--- src/rtl/video_frame_writer.sv ---
// video_frame_writer: double-buffered 8-byte video frame store.
// Byte writes and a sequenced clear hit the back buffer; commits copy it to the front on refresh ticks.
`default_nettype none

module video_frame_writer #(
  parameter int         REFRESH_DIV = 50000,
  parameter logic [7:0] BLANK_VALUE = 8'h00
) (
  input  logic       Clock,
  input  logic       Reset,
  input  logic       Wr_En,
  input  logic [2:0] Wr_Addr,
  input  logic [7:0] Wr_Data,
  input  logic       Clear_Req,
  input  logic       Commit_Req,
  output logic       Busy,
  output logic       Commit_Pending,
  output logic       Frame_Tick,
  output logic [7:0] Video_Input0,
  output logic [7:0] Video_Input1,
  output logic [7:0] Video_Input2,
  output logic [7:0] Video_Input3,
  output logic [7:0] Video_Input4,
  output logic [7:0] Video_Input5,
  output logic [7:0] Video_Input6,
  output logic [7:0] Video_Input7
);

  localparam int CNT_W = (REFRESH_DIV > 1) ? $clog2(REFRESH_DIV) : 1;

  typedef enum logic [0:0] {IDLE = 1'b0, CLEAR = 1'b1} state_t;

  state_t           state, state_next;
  logic [2:0]       idx, idx_next;
  logic [CNT_W-1:0] tick_cnt;
  logic [7:0]       back  [8];
  logic [7:0]       front [8];
  logic             commit_fire;

  always_ff @(posedge Clock or posedge Reset) begin
    if (Reset) begin
      tick_cnt   <= '0;
      Frame_Tick <= 1'b0;
    end else if (tick_cnt == CNT_W'(REFRESH_DIV - 1)) begin
      tick_cnt   <= '0;
      Frame_Tick <= 1'b1;
    end else begin
      tick_cnt   <= tick_cnt + 1'b1;
      Frame_Tick <= 1'b0;
    end
  end

  always_ff @(posedge Clock or posedge Reset) begin
    if (Reset) begin
      state <= IDLE;
      idx   <= '0;
    end else begin
      state <= state_next;
      idx   <= idx_next;
    end
  end

  always_comb begin
    state_next = state;
    idx_next   = idx;
    case (state)
      IDLE: begin
        if (Clear_Req) begin
          state_next = CLEAR;
          idx_next   = 3'd0;
        end
      end
      CLEAR: begin
        idx_next = idx + 3'd1;
        if (idx == 3'd7) state_next = IDLE;
      end
      default: state_next = IDLE;
    endcase
  end

  // A write accepted alongside Clear_Req lands now and is blanked by the sweep later.
  always_ff @(posedge Clock or posedge Reset) begin
    if (Reset) begin
      for (int i = 0; i < 8; i++) back[i] <= 8'h00;
    end else if (state == CLEAR) begin
      back[idx] <= BLANK_VALUE;
    end else if (Wr_En) begin
      back[Wr_Addr] <= Wr_Data;
    end
  end

  assign commit_fire = Frame_Tick && (state == IDLE) && (Commit_Pending || Commit_Req);

  always_ff @(posedge Clock or posedge Reset) begin
    if (Reset) begin
      for (int i = 0; i < 8; i++) front[i] <= 8'h00;
      Commit_Pending <= 1'b0;
    end else if (commit_fire) begin
      for (int i = 0; i < 8; i++) front[i] <= back[i];
      Commit_Pending <= 1'b0;
    end else if (Commit_Req) begin
      Commit_Pending <= 1'b1;
    end
  end

  assign Busy         = (state == CLEAR);
  assign Video_Input0 = front[0];
  assign Video_Input1 = front[1];
  assign Video_Input2 = front[2];
  assign Video_Input3 = front[3];
  assign Video_Input4 = front[4];
  assign Video_Input5 = front[5];
  assign Video_Input6 = front[6];
  assign Video_Input7 = front[7];

endmodule

`default_nettype wire

--- config.mk ---
export PLATFORM = sky130hd
export DESIGN_NAME = video_frame_writer
export DESIGN_NICKNAME = d
export VERILOG_FILES = /design/src/rtl/video_frame_writer.sv
export SDC_FILE = /design/constraint.sdc
export NUM_CORES = 1
export LEC_CHECK = 0
export BUFFER_PORTS_ARGS = -buffer_cell sky130_fd_sc_hd__clkbuf_2
export CORE_UTILIZATION = 57
export CTS_CLUSTER_SIZE = 12
export DETAILED_ROUTE_END_ITERATION = 10
export PLACE_DENSITY = 0.79
export SETUP_SLACK_MARGIN = 0.5
export SLEW_MARGIN = 20
export SYNTH_ARGS = -nofsm -noshare
export SYNTH_HDL_FRONTEND = slang
export SYNTH_SLANG_ARGS = --single-unit
--- constraint.sdc ---
create_clock -name Clock -period 6.1 [get_ports Clock]
set_clock_uncertainty 0.1 [all_clocks]
set_input_delay 0.915 -clock Clock [delete_from_list [all_inputs] [get_ports Clock]]
set_output_delay 0.915 -clock Clock [all_outputs]
set_load 0.01 [all_outputs]
==> metrics.log, run 1 <==
[metrics] dominant cell by count in the synthesized netlist: dfrtp_1
[metrics] Inserted Clock Buffers: 17
[metrics] starting density of the core: 0.594
[metrics] final routed wire length divided by cell count: 19.7 um
[metrics] outcome: complete, no violations
[metrics] final wirelength: 12200 um
[metrics] via count of the first global-routing pass: 3682
[metrics] multiplexer share of the synthesized area: 0.124
[metrics] Sinks on Clock Net: 150
[metrics] Port Buffers: just over 80
[metrics] relative max-transition margin: 0.388
[metrics] number of antenna repair diodes: 0
[metrics] Critical Path Slowest Stage Cell: dfrtp_1
[metrics] kind of path behind the tightest hold check: input pin to asynchronous set/reset pin
[metrics] Iter 0 DRT Violations: between 150 and 200
[metrics] Die H: between 100 and 150 um
[metrics] initial antenna violation count: 0
[metrics] standard cell core area: slightly below 10000 um2
[metrics] horizontal die dimension: about 100 um
[metrics] maximum ir drop on the vdd rail: roughly 0.28 mV
[metrics] number of buffer and inverter instances along the worst setup path: 1
[metrics] Critical Path Max Stage Delay: 0.78 ns
[metrics] arrival time of the worst setup path: 1.57 ns
[metrics] most frequently used flop master after synthesis: dfrtp_1
[metrics] critical setup path kind: register to output port
[metrics] complex-gate fraction of the synthesized area: 0.123
[metrics] number of nets at the end of the flow: just under 500
[metrics] count of non-filler cells in the finished layout: a little over 600
[metrics] Worst Setup Start Kind: register
[metrics] Vias per Instance: approximately 5.9
[metrics] Root Driver: clkbuf_8
[metrics] met1 track demand over resource: 0.342
[metrics] GR peak layer: met2
[metrics] Post-Place Worst Slack: roughly 3.5 ns
[metrics] post-synthesis adder-cell area fraction: 0.00638
[metrics] global routing met2 resource utilization: 0.376
[metrics] critical path peak fanout: 14
[metrics] Detailed Place HPWL: between 7000 and 8000 um
[metrics] power per unit of standard cell area: roughly 370 nW/um2
[metrics] residual overflow from global routing: 0
[metrics] global-route wire length before repair: just over 20000 um
[metrics] count of endpoints failing hold in the final timing report: 0
[metrics] pin count of the biggest net entering global routing: 78
[metrics] Die Footprint: between 10000 and 15000 um2
[metrics] count of pins over their slew limit: 0
[metrics] Worst path top cell family by delay: flip-flops
[metrics] Post-Syn Nets: just over 400
[metrics] unrepaired setup endpoints after global routing: no
[metrics] post-layout min period: roughly 2.6 ns
[metrics] vias post-DR: roughly 3600
[metrics] share of final-layout standard cells stronger than drive strength 1: 0.413
[metrics] worst-case hold slack: around 0.36 ns
[metrics] Area contributors post-synth: dfrtp_1, mux2_2, a22o_1, nor2_8, a31oi_4
[metrics] number of nets with antenna violations after routing: 0
[metrics] htree depth: 4
[metrics] Maximum Capacitance Violations: 0
[metrics] Seq cells post-synth: 150
[metrics] Final period util: 0.424
[metrics] Mean Syn Cell Area: 15.2 um2
[metrics] maximum clock frequency: 0.386 GHz
[metrics] gpl congestion: 0.775
[metrics] Placed Cells: ~600
[metrics] critical path, cell by cell: clkbuf_2
[metrics] deepest clock path buffer count: 2
[metrics] Gate Count Post-Synth: roughly 390
[metrics] hold bufs inserted after CTS: 0
[metrics] Post-CTS Repair Setup Buffers: 0
[metrics] XOR/XNOR Fraction of Synth Area: 0.0179
[metrics] Syn. warnings: 0
[metrics] leading post-synthesis cells by instance count: dfrtp_1, a22o_1, mux2_2
[metrics] data required time of the critical path: about 5.1 ns
[metrics] met3 track demand over resource in global routing: 0.0573
[metrics] number of flops mapped to enable cells by yosys: 0
[metrics] CTS tree: built
[metrics] layout-stage area growth over the synthesis result: 18.7%
[metrics] count of cells resized by post-cts repair: 0
[metrics] Final Setup Violations: 0
[metrics] total negative slack for setup checks: 0 ns
[metrics] number of standard-cell rows in the floorplan: 36
[metrics] I/O pin total: 83
[metrics] nature of the critical path endpoint: output port
[metrics] cell area after synthesis: slightly below 6000 um2
[metrics] Total Routing Usage GR: 0.247
[metrics] insertion delay of the later-clocked pin in the worst-skew pair: 0.52 ns
[metrics] fraction of registers with async set or reset after synthesis: 1.00
[metrics] largest area contributor in the netlist: dfrtp_1
[metrics] simple-gate share of the synthesized area: 0.0708
[metrics] actual slew at the worst max-slew pin: 0.918 ns
[metrics] post-synthesis sequential area ratio: 0.638
[metrics] dominant combinational cell family by area after synthesis: multiplexers
[metrics] count of unique library cells instantiated by Yosys: 36
[metrics] setup slack after layout: 3.51 ns
[metrics] iteration count of the initial detailed-routing pass: 4
[metrics] clock-pin transition on the worst setup and hold timing paths: around 0.060 ns
[metrics] area share of the largest cell type after synthesis: 0.638
[metrics] P_leak: 3.61 nW
[metrics] DRC violations left: 0
-- registers in the layout (all words and copies together), names as in the netlist --
| name | cells |
|---|---|
| Busy | 1 |
| Commit_Pending | 1 |
| Frame_Tick | 1 |
| Video_Input0 | 8 |
| Video_Input1 | 8 |
| Video_Input2 | 8 |
| Video_Input3 | 8 |
| Video_Input4 | 8 |
| Video_Input5 | 8 |
| Video_Input6 | 8 |
| Video_Input7 | 8 |
| back | 64 |
| idx | 3 |
| tick_cnt | 16 |
-- cell usage in the layout, fill, tap and decap left out, drive strengths merged, types with 2 or more instances in the layout --
master / synthesis / layout
mux2: 64 / 64
and4: 4 / 4
nor4: 2 / 2
xnor2: 6 / 6
inv: 5 / 5
o21ai: 4 / 4
nor4b: 2 / 2
nand2: 9 / 9
nand3: 5 / 5
nand3b: 2 / 2
a22o: 64 / 64
buf: 18 / 3
clkbuf: 0 / 106
or3b: 2 / 2
ha: 3 / 3
nand4: 4 / 4
dfrtp: 150 / 150
xor2: 6 / 6
nor2: 17 / 17
a21oi: 4 / 4
a31oi: 4 / 4
bufinv: 0 / 2
clkinv: 0 / 4
clkinvlp: 0 / 2
and3: 3 / 3
nor2b: 3 / 3
-- where the power goes --
| part | total, mW | internal [mW] | leakage (nW) | switching [mW] |
|---|---|---|---|---|
| clock network | 1.02 | 0.634 | 0.287 | 0.385 |
| registers | 1.26 | 1.13 | 2.06 | 0.130 |
| logic | 0.328 | 0.145 | 1.27 | 0.184 |
-- layout make-up --
type	count	area [um2]
multi-input cells	215	2020
inverters	5	23.8
well taps	133	166
flip-flops and latches	150	3750
clock inverters	8	95.1
repair buffers	85	433
clock buffers	24	490
fillers	674	2930
-- stage by stage --
step	utilization	total power, mW	cell area (um2)
3_3_place_gp	0.645	1.57	6390
5_1_grt	0.704	2.71	6980
6_report	0.704	2.60	6980
4_1_cts	0.704	2.62	6980
2_1_floorplan	-	1.48	5880
3_5_place_dp	0.645	1.58	6390
-- cell families after synthesis --
family / after synthesis
AOI/OAI and AO/OA: 79
adders and majority gates: 3
buffers and inverters: 23
xor gates and xnor gates: 12
DFF: 150
muxes: 65
and+or+nand+nor: 56
-- per-layer routing --
layer  part of all wire  wire (um)  vias up
met2               0.49       5980      114
met5                  0          0        -
met1               0.44       5330     1888
li1                   -          -     1621
met3              0.063        767       14
met4              0.011        131        0
-- worst paths after layout --
path                       slack (ns)  cells past startpoint            startpoint                     endpoint
min                              0.36                      2                 Reset  Video_Input7[6]$_DFFE_PP0P_
max in group asynchronous        4.15                      3                 Reset  Video_Input0[2]$_DFFE_PP0P_
max                              3.51                      1        Busy$_DFF_PP0_                         Busy
max reg2reg                      3.98                      4        Busy$_DFF_PP0_         back[10]$_DFFE_PP0P_
min reg2reg                      0.40                      1  back[29]$_DFFE_PP0P_         back[29]$_DFFE_PP0P_
min in group Clock               0.40                      1  back[29]$_DFFE_PP0P_         back[29]$_DFFE_PP0P_
Note: power is estimated with default switching activity, not from simulation.
==> run 2: changes to the inputs <==
==> constraint.sdc (replaced) <==
create_clock -name Clock -period 2.5 [get_ports Clock]
set_clock_uncertainty 0.1 [all_clocks]
set_input_delay 0.375 -clock Clock [delete_from_list [all_inputs] [get_ports Clock]]
set_output_delay 0.375 -clock Clock [all_outputs]
set_load 0.01 [all_outputs]
==> run 2 against run 1 <==
  * Wire length up 0.27%
  * Critical path type is now register to register
  * Final area up 2.4%
  * Combinational power up 150%
  * Setup slack worse by 2.9 ns
  * Via count down 0.22%
  * Sequential power up 140%
  * Die area unchanged
  * Cell count up 0.65%
  * Register-to-register slack worse by 3.4 ns
  * Non-clock buffer count up 4
  * Power rose to 2.6 times the previous value
==> metrics.log, run 2 (same netlist as run 1, synthesis figures left out) <==
[metrics] insertion delay of the later-clocked pin in the worst-skew pair: 0.52 ns (about the same)
[metrics] largest registers in the final layout: back x64, tick_cnt x16 (unchanged)
[metrics] number of nets at the end of the flow: 497 (was 493)
[metrics] R2R Path Start: Busy$_DFF_PP0_ (unchanged)
[metrics] residual overflow from global routing: 0 (unchanged)
[metrics] Die Footprint: 10700 um2 (unchanged)
[metrics] most frequent standard cell in the layout excluding fill and tap cells: dfrtp_1 (unchanged)
[metrics] starting density of the core: 0.594 (unchanged)
[metrics] actual slew at the worst max-slew pin: 0.552 ns (was 0.918 ns)
[metrics] total internal power: 5.02 mW (was 1.90 mW)
[metrics] top register by number of flip-flops: back (unchanged)
[metrics] Maximum Capacitance Violations: 0 (unchanged)
[metrics] Worst Setup Start Kind: register (unchanged)
[metrics] instance count along the most critical hold path: 3
[metrics] global routing met2 resource utilization: 0.385 (was 0.376)
[metrics] Clock power frac: 0.426 (was 0.391)
[metrics] Combinational Power Share: 0.121 (was 0.126)
[metrics] Register-to-Register Path Depth: 3 (was 4)
[metrics] Sinks on Clock Net: 150 (unchanged)
[metrics] maximum ir drop on the vdd rail: 0.508 mV (was 0.279 mV)
[metrics] iteration count of the initial detailed-routing pass: 4 (unchanged)
[metrics] Die H: 104 um (unchanged)
[metrics] P_leak: 3.68 nW (was 3.61 nW)
[metrics] Largest register FFs: 64 (unchanged)
[metrics] gpl congestion: 0.848 (was 0.775)
[metrics] nature of the critical path endpoint: register (was output port)
[metrics] startpoint of the most critical hold path: Commit_Req
[metrics] initial antenna violation count: 0 (unchanged)
[metrics] kind of path behind the tightest hold check: input pin to register (was input pin to asynchronous set/reset pin)
[metrics] Root Driver: clkbuf_8 (unchanged)
[metrics] post-layout min period: 1.90 ns
[metrics] share of final-layout standard cells stronger than drive strength 1: 0.418 (was 0.413)
[metrics] data required time of the critical path: 2.80 ns (was 5.08 ns)
[metrics] layout-stage area growth over the synthesis result: 21.5% (was 18.7%)
[metrics] sw power: 1.74 mW (was 699 uW)
[metrics] number of antenna repair diodes: 0 (unchanged)
[metrics] Iter 0 DRT Violations: 244 (was 169)
[metrics] reg-to-reg critical path endpoint: Video_Input7[1]$_DFFE_PP0P_ (was back[10]$_DFFE_PP0P_)
[metrics] deepest clock path buffer count: 2 (unchanged)
[metrics] total power draw: 6.76 mW (was 2.60 mW)
[metrics] count of pins over their slew limit: 0 (unchanged)
[metrics] Detailed Place HPWL: 7830 um (was 7910 um)
[metrics] unrepaired setup endpoints after global routing: no (unchanged)
[metrics] Total Routing Usage GR: 0.247 (about the same)
[metrics] horizontal die dimension: 104 um (unchanged)
[metrics] commonest cells after routing, fill and taps aside: dfrtp_1, clkbuf_2, a22o_1, mux2_2, clkbuf_16 (unchanged)
[metrics] Vias per Instance: 5.82 (was 5.87)
[metrics] switching share of power: 0.257 (was 0.268)
[metrics] count of endpoints failing hold in the final timing report: 0 (unchanged)
[metrics] DRC violations left: 0 (unchanged)
[metrics] met3 track demand over resource in global routing: 0.0661 (was 0.0573)
[metrics] critical path peak fanout: 64 (was 14)
[metrics] clock-pin transition on the worst setup and hold timing paths: 0.06 ns (about the same)
[metrics] relative max-transition margin: 0.632 (was 0.388)
[metrics] critical setup path kind: register to register (was register to output port)
[metrics] Worst Hold End: Commit_Pending$_DFFE_PP0P_
[metrics] outcome: complete, no violations (unchanged)
[metrics] maximum clock frequency: ~0.53 GHz
[metrics] global-route wire length before repair: 20300 um (was 20200 um)
[metrics] number of standard-cell rows in the floorplan: 36 (unchanged)
[metrics] vias post-DR: 3629 (was 3637)
[metrics] arrival time of the worst setup path: 2.21 ns (was 1.57 ns)
[metrics] total negative slack for setup checks: 0 ns (unchanged)
[metrics] number of nets with antenna violations after routing: 0 (unchanged)
[metrics] Final Setup Violations: 0 (unchanged)
[metrics] pin count of the biggest net entering global routing: 88 (was 78)
[metrics] CTS tree: built (unchanged)
[metrics] Inserted Clock Buffers: 17 (unchanged)
[metrics] Final period util: 0.761
[metrics] final wirelength: 12200 um (about the same)
[metrics] final routed wire length divided by cell count: 19.6 um (was 19.7 um)
[metrics] standard cell core area: 9910 um2 (unchanged)
[metrics] Reg2Reg Setup Slack: 0.60 ns (was 3.98 ns)
[metrics] power per unit of standard cell area: 946 nW/um2 (was 373 nW/um2)
[metrics] htree depth: 4 (unchanged)
[metrics] via count of the first global-routing pass: 3740 (was 3682)
[metrics] share of power burned in registers: 0.453 (was 0.482)
[metrics] GR peak layer: met2 (unchanged)
[metrics] I/O pin total: 83 (unchanged)
[metrics] met1 track demand over resource: 0.343 (was 0.342)
[metrics] Port Buffers: 82 (unchanged)
[run 2: layout make-up]
| type | instances | area, um2 |
|---|---|---|
| Clock buffer | 21 | 459 |
| Multi-Input combinational cell | 215 | 2020 |
| Fill cell | 653 | 2760 |
| Timing Repair Buffer | 89 | 505 |
| Clock inverter | 11 | 219 |
| Inverter | 5 | 22.5 |
| Tap cell | 133 | 166 |
| Sequential cell | 150 | 3750 |
[run 2: critical path, cell delays in order, from the launching register on]
cell and delay (ns):
dfrtp_2 0.55, nor3b_2 0.33, buf_12 0.34, mux2_2 0.40
[run 2: worst max path at each step]
stage                   start                     endpoint  slack [ns]  cells after the start
5_1_grt        Busy$_DFF_PP0_  Video_Input7[1]$_DFFE_PP0P_        0.56                      3
6_report       Busy$_DFF_PP0_  Video_Input7[1]$_DFFE_PP0P_        0.60                      3
3_3_place_gp   Busy$_DFF_PP0_         back[45]$_DFFE_PP0P_        0.54                      4
2_1_floorplan           Reset               Busy$_DFF_PP0_        0.14                      1
4_1_cts        Busy$_DFF_PP0_  Video_Input6[1]$_DFFE_PP0P_        0.62                      3
3_5_place_dp   Busy$_DFF_PP0_          back[9]$_DFFE_PP0P_        0.43                      4
[run 2: power by group through the flow]
stage	combinational (mW)	sequential (mW)	clock, mW
after CTS	0.822	3.06	2.91
after global routing	0.895	3.10	3.02
final	0.815	3.06	2.88
after detailed placement	0.798	3.09	0
after global placement	0.753	3.08	0
after floorplan	0.663	2.95	0
[run 2: stage by stage]
stage	hold slack (ns)	std cells	setup WS (ns)	cell area [um2]	util
floorplan	0.348	388	0.136	5890	-
global placement	0.364	590	0.537	6450	0.651
detailed placement	0.377	590	0.430	6450	0.651
CTS	0.0532	624	0.623	7150	0.721
global route	0.0670	624	0.561	7150	0.721
finish	0.0727	624	0.597	7150	0.721
[run 2: what timing repair did]
item	4_1_cts	5_1_grt
buffers inserted	0	0
gates resized for setup	1	0
hold buffers	2	0
setup endpoints to repair	37	0
hold endpoints to repair	152	0
[run 2: per-layer routing]
metal,vias up,wire (um)
li1,1633,-
met1,1847,5400
met2,127,5880
met3,22,694
met4,0,268
met5,-,0
